<file path="src/rtl/hex_display_bank_if.sv">
// hex_display_bank_if
//   Bus between a debug-value source and the seven-segment display bank.
//   master : drives value/load/enable/blink_mask, observes display/blink_phase.
//   slave  : the display bank itself.
//   value       - binary value to display (DATA_WIDTH bits)
//   load        - capture strobe
//   enable      - 1 shows digits, 0 blanks all segments
//   blink_mask  - per-digit blink enable (NUM_DIGITS bits)
//   display     - active-low segments, digit i at [7i+6:7i], bit0=a .. bit6=g
//   blink_phase - current blink phase (1 = blinking digits dark)
interface hex_display_bank_if #(
   parameter int unsigned NUM_DIGITS = 8,
   parameter int unsigned DATA_WIDTH = 32
);
   logic [DATA_WIDTH-1:0]   value;
   logic                    load;
   logic                    enable;
   logic [NUM_DIGITS-1:0]   blink_mask;
   logic [7*NUM_DIGITS-1:0] display;
   logic                    blink_phase;

   modport master (
      output value, load, enable, blink_mask,
      input  display, blink_phase
   );

   modport slave (
      input  value, load, enable, blink_mask,
      output display, blink_phase
   );
endinterface

</file>
<file path="src/rtl/hex_display_bank.sv">
// hex_display_bank
//   Registered multi-digit hexadecimal driver for a bank of seven-segment
//   displays. A value is latched on a load strobe, every nibble is decoded to
//   active-low segments, and digits can blink from an internal divider or be
//   blanked globally. All outputs are registered.
// Ports:
//   i_clock - system clock
//   i_reset - synchronous, active-high reset
//   bus     - hex_display_bank_if.slave (value, load, enable, blink_mask in;
//             display, blink_phase out)
// Optional build macro:
//   LEADING_ZERO_BLANK_EN - when defined, digits above digit 0 whose nibble and
//   all higher nibbles are zero are forced off.
module hex_display_bank #(
   parameter int unsigned NUM_DIGITS = 8,
   parameter int unsigned DATA_WIDTH = 32,
   parameter int unsigned BLINK_DIV  = 25000000
) (
   input logic               i_clock,
   input logic               i_reset,
   hex_display_bank_if.slave bus
);

   localparam int unsigned HeldW = 4 * NUM_DIGITS;
   localparam int unsigned CntW  = $clog2(BLINK_DIV);

   logic [HeldW-1:0]        w_value_ext;
   logic [HeldW-1:0]        r_held;
   logic [CntW-1:0]         r_cnt;
   logic                    r_phase;
   logic [7*NUM_DIGITS-1:0] r_display;
   logic [7*NUM_DIGITS-1:0] w_display;
   logic                    w_wrap;
   logic [3:0]              w_nib;
   logic [6:0]              w_seg;
`ifdef LEADING_ZERO_BLANK_EN
   logic                    w_upper_zero;
`endif

   // Zero-extend or truncate the input to exactly one nibble per digit.
   for (genvar gi = 0; gi < HeldW; gi++) begin : g_ext
      if (gi < DATA_WIDTH) begin : g_bit
         assign w_value_ext[gi] = bus.value[gi];
      end else begin : g_zero
         assign w_value_ext[gi] = 1'b0;
      end
   end

   function automatic logic [6:0] f_decode(input logic [3:0] nib);
      logic [6:0] seg;
      case (nib)
         4'h0:    seg = 7'b1000000;
         4'h1:    seg = 7'b1111001;
         4'h2:    seg = 7'b0100100;
         4'h3:    seg = 7'b0110000;
         4'h4:    seg = 7'b0011001;
         4'h5:    seg = 7'b0010010;
         4'h6:    seg = 7'b0000010;
         4'h7:    seg = 7'b1111000;
         4'h8:    seg = 7'b0000000;
         4'h9:    seg = 7'b0010000;
         4'hA:    seg = 7'b0001000;
         4'hB:    seg = 7'b0000011;
         4'hC:    seg = 7'b1000110;
         4'hD:    seg = 7'b0100001;
         4'hE:    seg = 7'b0000110;
         4'hF:    seg = 7'b0001110;
         default: seg = 7'b1111111;
      endcase
      return seg;
   endfunction

   assign w_wrap = (r_cnt == CntW'(BLINK_DIV - 1));

   // Next display word from the currently held value and phase, so a load and
   // a wrap on the same edge both show up together on the following edge.
   always_comb begin
      w_display = '1;
      w_nib     = 4'h0;
      w_seg     = 7'h7F;
`ifdef LEADING_ZERO_BLANK_EN
      w_upper_zero = 1'b1;
`endif
      // Walk from the top digit down so leading-zero state accumulates.
      for (int i = NUM_DIGITS - 1; i >= 0; i--) begin
         w_nib = r_held[4*i +: 4];
         w_seg = f_decode(w_nib);
`ifdef LEADING_ZERO_BLANK_EN
         w_upper_zero = w_upper_zero & (w_nib == 4'h0);
         if (i > 0 && w_upper_zero) w_seg = 7'h7F;
`endif
         if (!bus.enable || (bus.blink_mask[i] && r_phase)) w_seg = 7'h7F;
         w_display[7*i +: 7] = w_seg;
      end
   end

   always_ff @(posedge i_clock) begin
      if (i_reset) begin
         r_held    <= '0;
         r_cnt     <= '0;
         r_phase   <= 1'b0;
         r_display <= '1;
      end else begin
         if (bus.load) r_held <= w_value_ext;
         r_cnt <= w_wrap ? '0 : r_cnt + CntW'(1);
         if (w_wrap) r_phase <= ~r_phase;
         r_display <= w_display;
      end
   end

   assign bus.display     = r_display;
   assign bus.blink_phase = r_phase;

endmodule

</file>
<file path="src/flat_wrapper.sv">
// flat-port wrapper written by rule: the top's interface ports become plain ports
module hex_display_bank_flat 
#(
   parameter int unsigned NUM_DIGITS = 8,
   parameter int unsigned DATA_WIDTH = 32,
   parameter int unsigned BLINK_DIV  = 25000000
)
  (i_clock, i_reset, bus_value, bus_load, bus_enable, bus_blink_mask, bus_display, bus_blink_phase);
  hex_display_bank_if #(.NUM_DIGITS(NUM_DIGITS), .DATA_WIDTH(DATA_WIDTH)) bus_i ();
  input logic i_clock;
  input logic i_reset;
  input wire logic [$bits(bus_i.value)-1:0] bus_value;
  input wire logic [$bits(bus_i.load)-1:0] bus_load;
  input wire logic [$bits(bus_i.enable)-1:0] bus_enable;
  input wire logic [$bits(bus_i.blink_mask)-1:0] bus_blink_mask;
  output wire logic [$bits(bus_i.display)-1:0] bus_display;
  output wire logic [$bits(bus_i.blink_phase)-1:0] bus_blink_phase;
  assign bus_i.value = bus_value;
  assign bus_i.load = bus_load;
  assign bus_i.enable = bus_enable;
  assign bus_i.blink_mask = bus_blink_mask;
  assign bus_display = bus_i.display;
  assign bus_blink_phase = bus_i.blink_phase;
  hex_display_bank #(.NUM_DIGITS(NUM_DIGITS), .DATA_WIDTH(DATA_WIDTH), .BLINK_DIV(BLINK_DIV)) u_core (.i_clock(i_clock), .i_reset(i_reset), .bus(bus_i));
endmodule
</file>
<file path="config.mk">
export PLATFORM = sky130hd
export DESIGN_NAME = hex_display_bank_flat
export DESIGN_NICKNAME = d
export VERILOG_FILES = /design/src/rtl/hex_display_bank_if.sv /design/src/rtl/hex_display_bank.sv /design/src/flat_wrapper.sv
export SDC_FILE = /design/constraint.sdc
export NUM_CORES = 1
export LEC_CHECK = 0
export ABC_AREA = 1
export BUFFER_PORTS_ARGS = -buffer_cell sky130_fd_sc_hd__buf_2
export CORE_MARGIN = 8
export CORE_UTILIZATION = 50
export DETAILED_ROUTE_END_ITERATION = 10
export GPL_TIMING_DRIVEN = 0
export PLACE_DENSITY = 0.8
export SYNTH_ARGS = -nofsm -noshare
export SYNTH_HDL_FRONTEND = slang
export SYNTH_SLANG_ARGS = --single-unit
</file>
<file path="constraint.sdc">
create_clock -name i_clock -period 1.36 [get_ports i_clock]
set_input_delay 0.204 -clock i_clock [delete_from_list [all_inputs] [get_ports i_clock]]
set_output_delay 0.204 -clock i_clock [all_outputs]
set_load 0.01 [all_outputs]
</file>
==> impl_metrics.ini <==
[clock_network]
clkLatencyLatePin_ns = 0.52
cts_tree = built
clock_path_buffers = 2
cts-root-buf = clkbuf_8
numCtsBuffers = 17
cts.reportedPaths.clkPinSlew_ns = 0.05
cts-htree-levels = 4
clock-sinks = 114

[placement]
gp_congestion = 0.906
dp_hpwl_um = 9750
io_buffers = 100

[drt]
wl_per_cell_um = 14.2
wl_um = 14800
drc = 0
firstDrtPassIters = 5
vias = 5379
drt-vias-per-instance = 5.16
final_antenna_net_count = 0
drt_iter0_markers = 358

[finish]
synthToLayoutAreaGrowth_pct = 36.4
fillers = 813
final_nets = 983
drive_gt1_share_pct = 26.9

[setup_path]
critPathKind = reg2reg
r2r_end = u_core.r_cnt[2]$_SDFF_PP0_
cp-start-kind = flop
crit_path_end_kind = flop
required_ns = 1.76
r2r_cells = 9
crit_arrival_ns = 1.86
crit_fanout = 6
r2r_setup_slack_ns = -0.10
cp-startpoint = u_core.r_cnt[18]$_SDFF_PP0_
worstSetupEndpoint = u_core.r_cnt[2]$_SDFF_PP0_
timing.rr.start = u_core.r_cnt[18]$_SDFF_PP0_

[logic_synthesis]
synth_nets = 805
synthTopCellsByCount = nand2_1 (125), dfxtp_1 (114), inv_1 (77)
synth_most_common_cell = nand2_1
ys.flop_type = dfxtp_1
synth_top_area_share_pct = 41.3
yosysWarnings = 0
ys_seq_area_share_pct = 41.3
syn_area_um2 = 5530
syn_area_per_cell_um2 = 7.76
yosysTopAreaCell = dfxtp_1
ys_top_cells_by_area = dfxtp_1 (41%), ha_1 (11%), nand2_1 (8.5%), a21oi_1 (5.8%), o21ai_0 (5.3%)
ys_ff_latch = 114
syn_inst = 712
async_flop_share_pct = 0
synth.distinct_cells = 30
synth_edf_count = 0

[floorplanning]
die_h_um = 121
fp-row-count = 38
coreArea_um2 = 10800
die-area_um2 = 14700
ioPinCount = 101
initial_core_util_pct = 51.2
die_w_um = 121

[power]
clkPwrFrac_pct = 44.9
p_total_mw = 8.68
vdd_drop_max_uv = 975
p_sw_mw = 2.21
p_seq_share_pct = 41.9
p_int_mw = 6.48
p_per_area_nw_per_um2 = 1150
leakage_nw = 3.15
comb_power_share_pct = 13.2
p_sw_share_pct = 25.4

[sta]
whs_ns = 0.0133
period_share_pct = 107
setup_slack_ns = -0.100
min_period_ns = 1.46
finalMaxSlewViolations = 0
finalHoldViolCount = 0
setup_tns_ns = -0.824
setup_violations = 14
fin_skew_ns = 0.0110
tightestPinTransition_ns = 0.615
slew_headroom_pct = 58.9
grt_setup_unrepaired = true
fmax_mhz = 685

[worst_hold_path]
hp-class = in2reg
worstHoldStart = bus_blink_mask[1]

[global_route]
grt_max_degree = 17
track_usage_pct = 19.8
overflow = 0
grt_pass1_wl_um = 23300
grt_antenna_before_repair = 0
grt_pass1_vias = 5050

[run_status]
failed_checks = negative setup slack
status = complete, but fails checks

[run]
max_cap_violations = 0
[critical path, cell delays in order, from the launching register on]
cell and delay [ns]:
dfxtp_4 0.38, nand2_4 0.06, inv_2 0.07, nand2_4 0.06, nor3_4 0.23, nand2_2 0.10
nand2_4 0.13, buf_6 0.13, buf_12 0.13, nor2_4 0.03
[cell families after synthesis]
logic type / Yosys count / synth area share (%)
AND/OR/NAND/NOR: 258 / 20.1
XOR/XNOR: 11 / 1.74
adder cells (fa/ha/maj): 49 / 11.1
flip-flops: 114 / 41.3
AO/OA/AOI/OAI: 173 / 18.2
buffers and inverters: 107 / 7.56
[cells in the final DEF (no fill, tap or decap), types with 25 or more instances in the layout]
cell type and n:
a21oi_1 53, buf_2 101, clkbuf_1 25, dfxtp_1 88, dlygate4sd3_1 34, ha_1 47, inv_1 67, nand2_1 114
nand3_1 49, nor2_1 53, o211ai_1 29, o21ai_0 57
[how the worst min path moves through the flow]
stage / to / slack [ns] / cells after the start
after global routing: u_core.bus.display[7]$_SDFF_PP1_ / 0.001 / 3
after floorplan: u_core.r_held[0]$_SDFFE_PP0P_ / 0.40 / 2
after detailed placement: u_core.r_cnt[0]$_SDFF_PP0_ / 0.44 / 1
final: u_core.bus.display[7]$_SDFF_PP1_ / 0.01 / 3
after global placement: u_core.r_cnt[0]$_SDFF_PP0_ / 0.43 / 1
after CTS: u_core.r_held[7]$_SDFFE_PP0P_ / 0.002 / 3
[per-stage QoR]
stage          cell area [µm²]  worst slack [ns]  utilization (%)  cells
2_1_floorplan             5530            0.0682                -    712
3_3_place_gp              6200            -0.417             57.5    952
3_5_place_dp              6200            -0.373             57.5    952
4_1_cts                   7270            -0.129             67.4   1026
5_1_grt                   7530            -0.158             69.8   1041
6_report                  7540            -0.100             69.8   1043
[layer usage]
metal / wire length, µm / GRT usage, % / up-vias
met2: 7340 / 32.6 / 167
met5: 0 / 0 / -
li1: - / - / 2728
met3: 998 / 7.03 / 23
met1: 6130 / 22.1 / 2461
met4: 306 / 10.6 / 0
[registers in the layout, summed over array words and instances, names as in the netlist]
| name | flops |
|---|---|
| u_core.bus.display | 56 |
| u_core.r_held | 32 |
| u_core.r_cnt | 25 |
| u_core.bus.blink_phase | 1 |
[power groups by stage]
stage	logic [mW]	clock network [mW]	registers, mW
2_1_floorplan	0.574	0	3.75
3_3_place_gp	0.962	0	3.70
3_5_place_dp	0.974	0	3.71
4_1_cts	1.12	3.98	3.65
5_1_grt	1.28	4.12	3.66
6_report	1.14	3.90	3.64
[repair_timing]
action	CTS	global route
cloned	2	0
pin swaps	13	16
endpoints found under the hold margin	43	6
resized for setup	28	82
setup endpoints to repair	81	67
setup buffers	12	16
hold buffers	31	3
[final cells by class]
class	instances	area, µm²	area share (%)
Antenna cell	2	5.00	0.0664
Buffer	24	109	1.44
Clock buffer	24	460	6.11
Clock inverter	6	57.6	0.764
Inverter	82	314	4.17
Multi-Input combinational cell	491	3020	40.0
Sequential cell	114	2330	30.9
Tap cell	140	175	2.32
Timing Repair Buffer	160	1070	14.2
(Power assumes the default switching activity.)
